<file path="src/rtl/fpu_issue_ctl.sv">
// Issue controller and writeback scoreboard for the 4-stage FpuFpD pipeline.
// Define FPUCTL_SCOREBOARD_EN for per-register hazards; otherwise every op is serialized on busy.
module fpu_issue_ctl #(
  parameter int unsigned LAT_D = 5,
  parameter int unsigned LAT_S = 4
) (
  input  logic       clock,
  input  logic       reset,
  input  logic       issValid,
  output logic       issReady,
  input  logic [7:0] issOpMode,
  input  logic [1:0] issIdMode,
  input  logic [6:0] issRegA,
  input  logic [6:0] issRegB,
  input  logic [6:0] issRegC,
  input  logic       issRdC,
  input  logic       issRdFpul,
  input  logic       issWrFpul,
  input  logic       issWrSr,
  input  logic       flush,
  output logic [7:0] fpuOpMode,
  output logic [1:0] fpuIdMode,
  output logic       wbValid,
  output logic [6:0] wbRegD,
  output logic [1:0] wbModeD,
  output logic       wbSr,
  output logic       wbFpul,
  output logic       busy,
  output logic [2:0] inFlight
);

  localparam logic [7:0] UCMD_FPU_NONE = 8'h00;
  localparam logic [6:0] UREG_ZZR      = 7'h7F;

  logic       r_vld  [LAT_D];
  logic [6:0] r_reg  [LAT_D];
  logic [1:0] r_mode [LAT_D];
  logic       r_sr   [LAT_D];
  logic       r_fpul [LAT_D];
  logic [2:0] r_cnt;
  logic [7:0] r_op;
  logic [1:0] r_id;

  logic w_acc;
  logic w_wb;
  logic w_hazard;

  assign w_acc    = issValid && issReady;
  assign w_wb     = r_vld[LAT_D-1];
  assign issReady = !reset && !flush && !w_hazard;

  always_ff @(posedge clock) begin
    if (reset || flush) begin
      for (int i = 0; i < int'(LAT_D); i++) begin
        r_vld[i]  <= 1'b0;
        r_reg[i]  <= UREG_ZZR;
        r_mode[i] <= 2'd0;
        r_sr[i]   <= 1'b0;
        r_fpul[i] <= 1'b0;
      end
      r_cnt <= 3'd0;
    end else begin
      r_vld[0]  <= w_acc;
      r_reg[0]  <= w_acc ? issRegC : UREG_ZZR;
      r_mode[0] <= w_acc ? issIdMode : 2'd0;
      r_sr[0]   <= w_acc && issWrSr;
      r_fpul[0] <= w_acc && issWrFpul;
      for (int i = 1; i < int'(LAT_D); i++) begin
        r_vld[i]  <= r_vld[i-1];
        r_reg[i]  <= r_reg[i-1];
        r_mode[i] <= r_mode[i-1];
        r_sr[i]   <= r_sr[i-1];
        r_fpul[i] <= r_fpul[i-1];
      end
      r_cnt <= r_cnt + {2'b00, w_acc} - {2'b00, w_wb};
    end
  end

  // w_acc is already low under reset or flush, so the operand-aligned mode falls back to NONE.
  always_ff @(posedge clock) begin
    if (reset) begin
      r_op <= UCMD_FPU_NONE;
      r_id <= 2'd0;
    end else begin
      r_op <= w_acc ? issOpMode : UCMD_FPU_NONE;
      r_id <= w_acc ? issIdMode : 2'd0;
    end
  end

  assign fpuOpMode = r_op;
  assign fpuIdMode = r_id;
  assign wbValid   = w_wb && (r_reg[LAT_D-1] != UREG_ZZR);
  assign wbRegD    = r_reg[LAT_D-1];
  assign wbModeD   = r_mode[LAT_D-1];
  assign wbSr      = r_sr[LAT_S-1];
  assign wbFpul    = r_fpul[LAT_S-1];
  assign inFlight  = r_cnt;
  assign busy      = (r_cnt != 3'd0);

`ifdef FPUCTL_SCOREBOARD_EN
  // A source hits a slot on the destination itself, the destination's pair, or its own pair.
  function automatic logic src_hit(input logic [6:0] s, input logic dbl,
                                   input logic [6:0] d, input logic dpair);
    logic [6:0] s_pair;
    logic [6:0] d_pair;
    s_pair  = s ^ 7'd1;
    d_pair  = d ^ 7'd1;
    src_hit = (s != UREG_ZZR) &&
              ((s == d) || (dpair && (s == d_pair)) || (dbl && (s_pair == d)));
  endfunction

  logic w_dbl;
  assign w_dbl = (issIdMode == 2'd1);

  always_comb begin
    w_hazard = 1'b0;
    for (int i = 0; i < int'(LAT_D); i++) begin
      if (r_vld[i]) begin
        if (src_hit(issRegA, w_dbl, r_reg[i], r_mode[i] == 2'd1)) w_hazard = 1'b1;
        if (src_hit(issRegB, w_dbl, r_reg[i], r_mode[i] == 2'd1)) w_hazard = 1'b1;
        if (issRdC && src_hit(issRegC, w_dbl, r_reg[i], r_mode[i] == 2'd1)) w_hazard = 1'b1;
        if (issRdFpul && r_fpul[i]) w_hazard = 1'b1;
      end
    end
  end
`else
  logic w_unused;
  assign w_unused = ^{issRegA, issRegB, issRdC, issRdFpul};
  assign w_hazard = busy;
`endif

endmodule

</file>
<file path="config.mk">
export PLATFORM = sky130hd
export DESIGN_NAME = fpu_issue_ctl
export DESIGN_NICKNAME = d
export VERILOG_FILES = /design/src/rtl/fpu_issue_ctl.sv
export SDC_FILE = /design/constraint.sdc
export NUM_CORES = 1
export LEC_CHECK = 0
export ABC_AREA = 1
export CORE_ASPECT_RATIO = 0.5
export CORE_UTILIZATION = 50
export DETAILED_ROUTE_END_ITERATION = 16
export PLACE_DENSITY = 0.83
export SLEW_MARGIN = 20
export SYNTH_ARGS = -nofsm -noshare
export SYNTH_HDL_FRONTEND = slang
export SYNTH_SLANG_ARGS = --single-unit
</file>
<file path="constraint.sdc">
create_clock -name clock -period 4.96 [get_ports clock]
set_input_delay 0.744 -clock clock [delete_from_list [all_inputs] [get_ports clock]]
set_output_delay 0.744 -clock clock [all_outputs]
set_load 0.02 [all_outputs]
</file>
==> impl_metrics.json <==
{
  "status": "complete, no violations",
  "cpPeakStageDelay_ns": 0.65,
  "p_clk_share_pct": 41.0,
  "fin_crit_sh_pct": 65.6,
  "max_freq_mhz": 307,
  "powerDensity_mw_per_mm2": 366,
  "overflow": 0,
  "drc": 0,
  "ctsResizeCount": 0,
  "hpwl_um": 2080,
  "fillers": 340,
  "clockRootBuffer": "clkbuf_8",
  "cp.required_ns": 4.22,
  "synth_nets": 258,
  "ff2ff_setup_slack_ns": 2.84,
  "finalSetupViolCount": 0,
  "vias": 1307,
  "cts_hold_buf": 0,
  "tightest_slew_ns": 0.517,
  "hold_viol": 0,
  "drive_above_1_share_pct": 18.5,
  "clock_path_buffers": 2,
  "start_util_pct": 52.4,
  "ys_warn_count": 0,
  "rows": 17,
  "multi_input_area_um2": 586,
  "synth_top_family_by_area": "simple AND/OR/NAND/NOR gates",
  "cts.sink_count": 71,
  "synth_area_mm2": 0.00232,
  "switchingPower_mw": 0.231,
  "synth_cell_type_count": 19,
  "synth_compound_area_share_pct": 0.540,
  "cts-buffers-inserted": 9,
  "met1_usage_pct": 13.1,
  "r2r-start": "inFlight[1]$_SDFF_PP0_",
  "diodes": 0,
  "core_area_mm2": 0.00442,
  "drt_iter0_markers": 27,
  "via_per_inst": 4.06,
  "finalSetupTns_ns": 0,
  "dp_slack_ns": 1.71,
  "endpoint_kind": "primary output",
  "cts_setup_buffers": 0,
  "regArea_mm2": 0.00142,
  "drv_cap": 0,
  "wl_per_cell_um": 9.37,
  "worst_r2r_endpoint": "inFlight[2]$_SDFF_PP0_",
  "ant_nets": 0,
  "portBuffers": 49,
  "synth_fa_ha_area_share_pct": 1.94,
  "slew-limit-headroom_pct": 65.6,
  "grt_usage_pct": 14.3,
  "syn_area_per_cell_um2": 10.7,
  "h-tree-depth": 3,
  "synthTopCellsByArea": "dfxtp_1 (61%), or2_1 (7.6%), nor2_2 (7.3%), inv_1 (6.3%), buf_4 (2.9%)",
  "p_leak_nw": 1.12,
  "swShare_pct": 21.7,
  "grt_max_degree": 50,
  "period_minus_slack_ns": 3.26,
  "place_congestion": 0.772,
  "synthXorXnorAreaFrac_pct": 0,
  "detail_route.first_pass.iterations": 6,
  "fp.dieW_um": 98.3,
  "grtUsageMet3_pct": 6.96,
  "hold_path_startpoint": "r_reg[0][11]$_SDFF_PP1_",
  "path_cells": "clkdlybuf4s50_1, nor2_4, inv_4, nor2_4, clkdlybuf4s50_1",
  "cp_max_fo": 49,
  "min_to": "r_reg[0][18]$_SDFF_PP1_",
  "maxSlewViolCount": 0,
  "cts_tree": "done",
  "dieArea_mm2": 0.00493,
  "ioPinCount": 66,
  "slowest_stage": "clkdlybuf4s50_1",
  "rsz0062_at_grt": "false",
  "synth_mux_area_share_pct": 0,
  "ys_ff_latch": 71,
  "grt_pass1_wl_um": 5120,
  "whs_path_depth": 1,
  "p_int_mw": 0.835,
  "reg2reg_depth": 8,
  "skew_ns": 0.00618,
  "busiest_layer": "met2",
  "syn2layout_area_growth_pct": 25.9,
  "clkSlewWorstSetupHoldPaths_ns": 0.07,
  "synth.top_cell.area_share_pct": 61.3,
  "seq_area_frac_synth_pct": 61.3,
  "cp.arrival_ns": 2.51,
  "path_class": "input port to primary output",
  "synth_top_area_cell": "dfxtp_1",
  "largest_reg_flops": 35,
  "syn_inst": 216,
  "cp-start-kind": "input port",
  "antenna_found_initial": 0,
  "layout.nets": 302,
  "met2_usage_pct": 26.1,
  "ir_drop_uv": 171,
  "die_y_um": 50.1,
  "p_comb_share_pct": 4.8,
  "power_frac_seq_pct": 54.2,
  "hold_class": "register to register",
  "wl_um": 3020,
  "grt_pass1_vias": 1289,
  "worst_slack_ns": 1.70,
  "yosys.area_share.simple_pct": 22.8,
  "clk_latency_ns": 0.33
}
[routing by layer]
metal / vias to the layer above / wire length, um / share of wire [%]
met2: 34 / 1520 / 51
met3: 9 / 194 / 6.4
li1: 700 / - / -
met5: - / 0 / 0
met4: 0 / 69 / 2.3
met1: 564 / 1230 / 41
[Yosys cell counts]
cell and instances:
nand4_4 1, inv_1 39, nand3_1 1, dfxtp_1 71, nor2_1 9, nor2_2 27
fa_1 1, inv_4 1, nor2_4 4, or2_1 28, nand2_1 7, nand3b_1 7
buf_2 1, a21oi_1 1, buf_6 4, buf_12 2, a21boi_0 1, ha_1 2
buf_4 9
[logic make-up after synthesis]
group	after synthesis
adder cells (fa/ha/maj)	3
AND/OR/NAND/NOR	84
buffers and inverters	56
AO/OA/AOI/OAI	2
flip-flops	71
[cell usage in the layout, fill, tap and decap left out, types with 2 or more instances in the layout]
master and count:
dfxtp_1 71, clkdlybuf4s50_1 49, nor2_1 9, clkinv_2 3
nand3b_1 7, nand2_1 7, clkinv_4 2, or2_1 28
ha_1 2, clkbuf_8 9, nor2_2 27, nor2_4 4
inv_1 39
[power by group through the flow]
| stage | clock network (mW) | logic (mW) | registers (mW) |
|---|---|---|---|
| floorplan | 0 | 0.0280 | 0.594 |
| global route | 0.478 | 0.0550 | 0.578 |
| finish | 0.437 | 0.0508 | 0.578 |
| global placement | 0 | 0.0496 | 0.591 |
| detailed placement | 0 | 0.0511 | 0.591 |
| CTS | 0.450 | 0.0515 | 0.578 |
[metrics by stage]
step	utilization (%)	power [mW]	area (um^2)	hold WS (ns)	std cells
finish	65.9	1.07	2920	0.405	322
global route	65.9	1.11	2920	0.415	322
CTS	65.9	1.08	2920	0.404	322
detailed placement	61.5	0.642	2720	0.391	306
global placement	61.5	0.641	2720	0.387	306
floorplan	-	0.622	2320	0.385	216
[final cells by class]
cell class	instances	area share, %
Timing Repair Buffer	49	16.8
Multi-Input combinational cell	89	20.1
Sequential cell	71	48.7
Clock buffer	9	4.25
Inverter	40	5.23
Tap cell	57	2.45
Clock inverter	7	2.45
[how the worst max path moves through the flow]
| stage | from | endpoint | slack (ns) | depth (start not counted) |
|---|---|---|---|---|
| 2_1_floorplan | issValid | inFlight[2]$_SDFF_PP0_ | 2.62 | 9 |
| 3_3_place_gp | flush | issReady | 1.75 | 5 |
| 3_5_place_dp | flush | issReady | 1.71 | 5 |
| 4_1_cts | flush | issReady | 1.70 | 5 |
| 5_1_grt | flush | issReady | 1.64 | 5 |
| 6_report | flush | issReady | 1.70 | 5 |
[worst max-delay path: cells and delay by family]
kind,cells,cell delay (ns)
simple gates,2,0.45
buf+inv,3,1.30
Power figures use the tool's default switching activity.
